File: src/rtl/mux2_stream_arbiter_pkg.sv
// Shared definitions for the two-requester stream arbiter: FSM state encoding
// and the default datapath width.
package mux2_stream_arbiter_pkg;

  localparam int unsigned BIT_SIZE_DEF = 16;

  typedef enum logic [1:0] {
    ST_IDLE   = 2'd0,
    ST_GRANT0 = 2'd1,
    ST_GRANT1 = 2'd2
  } arb_state_t;

endpackage

File: src/rtl/mux2_stream_arbiter_mux2to1.sv
// Two-input word multiplexer: Y follows A when S is low, B when S is high.
module Mux2to1
  import mux2_stream_arbiter_pkg::*;
#(
  parameter int unsigned bit_size = BIT_SIZE_DEF
) (
  input  logic [bit_size-1:0] A,
  input  logic [bit_size-1:0] B,
  input  logic                S,
  output logic [bit_size-1:0] Y
);

  always_comb begin
    Y = S ? B : A;
  end

endmodule

File: src/rtl/mux2_stream_arbiter.sv
// Round-robin burst arbiter sharing one mux path between two valid/ready
// requesters, with a one-entry registered output stage.
module mux2_stream_arbiter
  import mux2_stream_arbiter_pkg::*;
#(
  parameter int unsigned bit_size  = BIT_SIZE_DEF,
  parameter int unsigned MAX_BURST = 4,
  parameter int unsigned CNT_W     = 2
) (
  input  logic                clk,
  input  logic                rst,
  input  logic                req0_valid,
  input  logic [bit_size-1:0] req0_data,
  input  logic                req0_last,
  output logic                req0_ready,
  input  logic                req1_valid,
  input  logic [bit_size-1:0] req1_data,
  input  logic                req1_last,
  output logic                req1_ready,
  output logic                out_valid,
  output logic [bit_size-1:0] out_data,
  input  logic                out_ready,
  output logic                sel,
  output logic                busy
);

  arb_state_t          state_q, state_d;
  logic                prio_q, prio_d;
  logic [CNT_W-1:0]    beat_cnt_q, beat_cnt_d;
  logic                sel_q, sel_d;
  logic                out_valid_q, out_valid_d;
  logic [bit_size-1:0] out_data_q, out_data_d;

  logic [bit_size-1:0] mux_y;
  logic                load_en;
  logic                xfer;
  logic                beat_last;

  Mux2to1 #(.bit_size(bit_size)) u_mux (
    .A (req0_data),
    .B (req1_data),
    .S (sel_q),
    .Y (mux_y)
  );

  always_comb begin
    state_d     = state_q;
    prio_d      = prio_q;
    beat_cnt_d  = beat_cnt_q;
    sel_d       = sel_q;
    out_valid_d = out_valid_q;
    out_data_d  = out_data_q;
    req0_ready  = 1'b0;
    req1_ready  = 1'b0;
    busy        = 1'b0;
    xfer        = 1'b0;
    beat_last   = 1'b0;
    load_en     = !out_valid_q || out_ready;

    case (state_q)
      ST_IDLE: begin
        if ((prio_q ? req1_valid : req0_valid)) begin
          state_d = prio_q ? ST_GRANT1 : ST_GRANT0;
          sel_d   = prio_q;
        end else if ((prio_q ? req0_valid : req1_valid)) begin
          state_d = prio_q ? ST_GRANT0 : ST_GRANT1;
          sel_d   = !prio_q;
        end
      end
      ST_GRANT0: begin
        busy       = 1'b1;
        req0_ready = load_en;
        xfer       = req0_valid && load_en;
        beat_last  = req0_last;
      end
      ST_GRANT1: begin
        busy       = 1'b1;
        req1_ready = load_en;
        xfer       = req1_valid && load_en;
        beat_last  = req1_last;
      end
      default: state_d = ST_IDLE;
    endcase

    // A load always wins over a drain, so a simultaneous drain+load keeps out_valid high.
    if (xfer) begin
      out_valid_d = 1'b1;
      out_data_d  = mux_y;
      if (beat_last || (beat_cnt_q == CNT_W'(MAX_BURST - 1))) begin
        state_d    = ST_IDLE;
        prio_d     = (state_q == ST_GRANT0);
        beat_cnt_d = '0;
      end else begin
        beat_cnt_d = beat_cnt_q + CNT_W'(1);
      end
    end else if (out_valid_q && out_ready) begin
      out_valid_d = 1'b0;
    end

    if (rst) begin
      req0_ready = 1'b0;
      req1_ready = 1'b0;
      busy       = 1'b0;
    end
  end

  always_ff @(posedge clk) begin
    if (rst) begin
      state_q     <= ST_IDLE;
      prio_q      <= 1'b0;
      beat_cnt_q  <= '0;
      sel_q       <= 1'b0;
      out_valid_q <= 1'b0;
      out_data_q  <= '0;
    end else begin
      state_q     <= state_d;
      prio_q      <= prio_d;
      beat_cnt_q  <= beat_cnt_d;
      sel_q       <= sel_d;
      out_valid_q <= out_valid_d;
      out_data_q  <= out_data_d;
    end
  end

  assign out_valid = out_valid_q;
  assign out_data  = out_data_q;
  assign sel       = sel_q;

endmodule

File: config.mk
export PLATFORM = sky130hd
export DESIGN_NAME = mux2_stream_arbiter
export DESIGN_NICKNAME = d
export VERILOG_FILES = /design/src/rtl/mux2_stream_arbiter_pkg.sv /design/src/rtl/mux2_stream_arbiter_mux2to1.sv /design/src/rtl/mux2_stream_arbiter.sv
export SDC_FILE = /design/constraint.sdc
export NUM_CORES = 1
export LEC_CHECK = 0
export CAP_MARGIN = 10
export CORE_ASPECT_RATIO = 1.1
export CORE_MARGIN = 2
export CORE_UTILIZATION = 35
export CTS_BUF_LIST = sky130_fd_sc_hd__clkbuf_8
export DETAILED_ROUTE_END_ITERATION = 8
export DONT_BUFFER_PORTS = 1
export PLACE_DENSITY = 0.58
export SYNTH_ARGS = -nofsm -noshare
export SYNTH_HDL_FRONTEND = slang
export SYNTH_SLANG_ARGS = --single-unit
File: constraint.sdc
create_clock -name clk -period 2.3 [get_ports clk]
set_input_delay 0.115 -clock clk [delete_from_list [all_inputs] [get_ports clk]]
set_output_delay 0.115 -clock clk [all_outputs]
set_load 0.02 [all_outputs]
; Word level (Yosys, flattened, before mapping)
; Index checks and enable logic that the tools add are counted.
[totals]
output_inout_bits = 21
register_bits = 23
in_bits = 39
wordCells = 46
[classes]
add_sub_neg = 1
eq_ne = 3
n_mux = 23
reduce_logical = 13
[op_table]
columns = op, n
row1 = $mux W16, 1
row2 = $mux W2, 7
row3 = $mux W1, 12
row4 = $eq A2 B2 Y1 const B, 2
row5 = $pmux W1 S2, 2
row6 = $pmux W2 S2, 1
row7 = $reduce_and A2 Y1, 2
row8 = $reduce_bool A2 Y1, 2
row9 = $logic_and A1 B1 Y1, 3
row10 = $add A2 B1 Y2 const B, 1
row11 = $eq A2 B1 Y1 const B, 1
row12 = $logic_not A1 Y1, 2
row13 = $logic_not A2 Y1, 1
row14 = $logic_or A1 B1 Y1, 2
row15 = $reduce_or A2 Y1, 1

; Longest topological paths before layout
[depth]
word_depth = 6
mapped_depth = 7
depth_no_buf = 5

; Hierarchy
; Synthesis repeated with hierarchy kept, for this count alone.
[hier_totals]
cells_unflattened = 143
area_unflattened_um2 = 1460.2
[by_module_without_submodules]
columns = module, n_inst, area_each_um2, cells_per_inst, seq_area_each_um2
row1 = mux2_stream_arbiter, 1, 1211.2, 125, 460.4
row2 = Mux2to1, 1, 249.0, 18, 0.0

; Worst setup path before layout
; Ideal clock, no wire load.
[synth_timing]
path_kind = reg-to-reg
from = reg state_q[0]
to = reg out_data_q[10] (netlist: out_data[10])
synth_period_minus_slack_ns = 1.625
n_path_buf = 2
arrival_time_ns = 1.546
slack_ns = 0.675
path_stages_with_launch = 8
cell_sequence = dfxtp_1 -> inv_1 -> ha_1 -> mux2_4 -> and3_4 -> buf_6 -> buf_6 -> a211oi_2
[synth_between]
elab_chain_cells = 2
elab_cells_between_ends = 3
classes_between = 2 x eq/ne / 1 x mux
[synth_lines]
columns = element, line_no
row1 = start: declaration, mux2_stream_arbiter.sv:27  ; arb_state_t state_q, state_d;
row2 = start signal: assignment, mux2_stream_arbiter.sv:116  ; state_q <= state_d;
row3 = $eq A2 B2 Y1 or $eq A2 B1 Y1 (tied branches), mux2_stream_arbiter.sv:60  ; case (state_q)
row4 = $pmux W1 S2 *, mux2_stream_arbiter.sv:60
row5 = end signal: assignment, mux2_stream_arbiter.sv:121  ; out_data_q <= out_data_d;
row6 = end: declaration, mux2_stream_arbiter.sv:32  ; logic [bit_size-1:0] out_data_q, out_data_d;
; Mark *: on every way between the ends. The rest lies on a longest branch, timed or not.
; A chain may end at the register's enable or synchronous reset.

; Worst setup path after layout
[layout_timing]
from = reg state_q[0]
to = out busy
[layout_between]
elab_chain_cells = 4
elab_cells_between_ends = 5
classes_between = 2 x eq/ne / 2 x mux / 1 x reduce/logical
[layout_lines]
columns = element, line_no
row1 = $eq A2 B1 Y1 or $eq A2 B2 Y1 (tied branches), mux2_stream_arbiter.sv:60
row2 = $reduce_or A2 Y1 (no source line) *, -
row3 = $mux W1 *, mux2_stream_arbiter.sv:60
row4 = $mux W1 *, mux2_stream_arbiter.sv:100  ; if (rst) begin
row5 = end: declaration, mux2_stream_arbiter.sv:24  ; output logic busy
; Marked as above.

==> metrics.md <==
| Metric | Value |
|---|---|
| Max-cap violation count | `0` |
| Hold WS | `0.0161 ns` |
| Clock period minus worst slack | `1.80 ns` |
| # port buffers | `0` |
| Hold path cells | `2` |
| Largest net degree at the start of global routing | `22` |
| Static leakage | `0.417 nW` |
| Ys flop type | `dfxtp_1` |
| Crit path kind | `flop to output port` |
| Wire per inst | `16.6 um` |
| CTS Buf Count | `3` |
| Crit path launch type | `flop` |
| Seq cells post-synth | `23` |
| Switching part of the total | `35.7%` |
| Synth Instances | `125` |
| Final hold vios | `0` |
| Top-area cell type share of the netlist area | `36.9%` |
| Slew @ Worst Pin | `0.992 ns` |
| Area leader, netlist | `dfxtp_1` |
| RSZ-0062 raised after global routing | `no` |
| Min-Delay Path Class | `primary input to flop` |
| Clock sink count | `23` |
| Iteration-0 DRC Markers | `20` |
| Worst r2r path cells | `5` |
| Global routing usage on met3 | `4.66%` |
| CP max FO | `11` |
| Power Dens Cells | `807 mW/mm2` |
| Total power | `0.00107 W` |
| GRT busiest layer | `met2` |
| Sequential power share | `50.5%` |
| Total Neg Setup Slack | `0 ns` |
| RePlAce Congestion | `0.690` |
| CP Data Required Time | `2.18 ns` |
| Initial antenna violation count | `0` |
| Post-CTS Setup Inserts | `0` |
| Met2 usage | `23.4%` |
| CTS tree | `yes` |
| Final wirelength | `2810 um` |
| Setup violations, final | `0` |
| Avg Inst Size Synth | `9.98 um2` |
| Remaining DRCs | `0` |
| Synth top area cells | `dfxtp_1 37%, mux2i_1 14%, a211oi_2 9.0%` |
| H-tree depth | `1` |
| Core Region | `0.00339 mm2` |
| CP Capture Type | `output port` |
| Clock share of power | `24.0%` |
| Cell area after synthesis | `0.00125 mm2` |
| Detailed placer's ending HPWL | `2030 um` |
| Die extent in x | `60.9 um` |
| Synth Warn # | `0` |
| Die area | `0.00406 mm2` |
| Synth unique cells | `28` |
| Post-synth top cells | `23 x dfxtp_1, 17 x mux2i_1, 16 x a31oi_1` |
| Outcome | `complete, no violations` |
| I/O pin count | `60` |
| GR Util All Layers | `13.4%` |
| Flop-to-flop setup slack | `0.53 ns` |
| Synth Net Count | `168` |
| Post-Place Worst Slack | `0.562 ns` |
| Area delta synth->final | `6.32%` |
| Switch Pwr | `0.000382 W` |
| Starting density of the core | `36.8%` |
| Worst-path clk slew | `0.09 ns` |
| Slew headroom | `33.7%` |
| Sequential area share after synthesis | `36.9%` |
| Layout cells sized above 1 | `15.7%` |
| Drt first pass iters | `4` |
| First-pass GRT wire length | `4040 um` |
| Number of hold buffers added after cts | `1` |
| Diodes inserted | `0` |
| Worst vdd ir | `0.300 mV` |
| Routed vias | `947` |
| Clk_lat worst skew | `0.27 ns` |
| Final WS setup | `0.504 ns` |
| P_int | `0.000688 W` |
| CTS max path bufs | `2` |
| Most common cell in the netlist | `dfxtp_1` |
| CP arrival | `1.68 ns` |
| Peak Freq | `0.557 GHz` |
| Overflow after GRT | `0` |
| Post-CTS sizing | `0` |
| Period utilization | `78.1%` |
| Vias in the first global route | `884` |
| Row count | `22` |
| Post-synth EDFFs | `0` |
| Fin Clk Skew | `0.00777 ns` |
| Asr flop ratio synth | `0%` |
| ANT nets after route | `0` |
| M1 GR Usage | `15.1%` |
| Via-to-Cell Ratio | `5.60` |
| Clk root buf | `clkbuf_8` |
| Die Span Y | `66.6 um` |
| Final slew viol count | `0` |
| Combinational share of power | `25.6%` |
| NumNets Final | `165` |
| Fill count | `330` |
[cell usage in the layout, fill, tap and decap left out, types with 2 or more instances in the layout]
cell       n
a211oi_1   9
a211oi_2   9
a31oi_1   16
buf_4      4
clkbuf_8   3
dfxtp_1   23
ha_1       4
inv_1      4
mux2i_1   17
nand2_1    3
nand2b_1   5
nand4_1    3
nor2_1     4
nor2b_1    2
nor3b_1    2
[state kept, by name (all words and copies together), names as in the netlist]
name,flops
beat_cnt_q,2
out_data,16
out_valid,1
prio_q,1
sel,1
state_q,2
[final timing paths]
| path | start | end |
|---|---|---|
| worst max-delay path | state_q[0] | busy |
| worst min-delay path | rst | prio_q |
| worst max register to register | state_q[0] | beat_cnt_q[1] |
| worst min register to register | beat_cnt_q[1] | beat_cnt_q[1] |
[per-layer routing]
metal / wire [um] / part of all wire [%]
met1: 1180 / 42
met2: 1450 / 52
met3: 170 / 6.1
met4: 6 / 0.21
met5: 0 / 0
[cells by family after synthesis]
group / share of synthesized area (%)
flops: 36.9
compound gates: 27.5
mux: 14.8
fa+ha+maj: 4.01
buf+inv: 6.82
simple gates: 9.93
[area by class of cell]
type                       instances  area [um2]  share of cell area [%]
clock buffer                       3        41.3                    3.11
multi-input combinational         85         702                    52.9
sequential                        23         460                    34.7
inverter                           4        15.0                    1.13
clock inverter                     1        7.51                   0.566
timing repair buffer               5        40.0                    3.02
tap                               48        60.1                    4.53
[through the flow]
step,area (um2),utilization (%),cells
5_1_grt,1330,39.2,169
6_report,1330,39.2,169
2_1_floorplan,1250,-,125
3_3_place_gp,1270,37.4,164
4_1_cts,1330,39.2,169
3_5_place_dp,1270,37.4,164
[critical path, stage by stage, from the launching register on]
cell and delay [ns]:
dfxtp_1 0.39, inv_1 0.09, ha_1 0.49, inv_1 0.12
nor2_1 0.33
[power groups by stage]
stage	Combinational [W]	Sequential, W	Clock, W
finish	0.000274	0.000540	0.000256
global placement	0.000258	0.000549	0
CTS	0.000276	0.000541	0.000270
floorplan	0.000241	0.000539	0
detailed placement	0.000268	0.000551	0
global route	0.000302	0.000545	0.000279
Note: power is estimated with default switching activity, not from simulation.
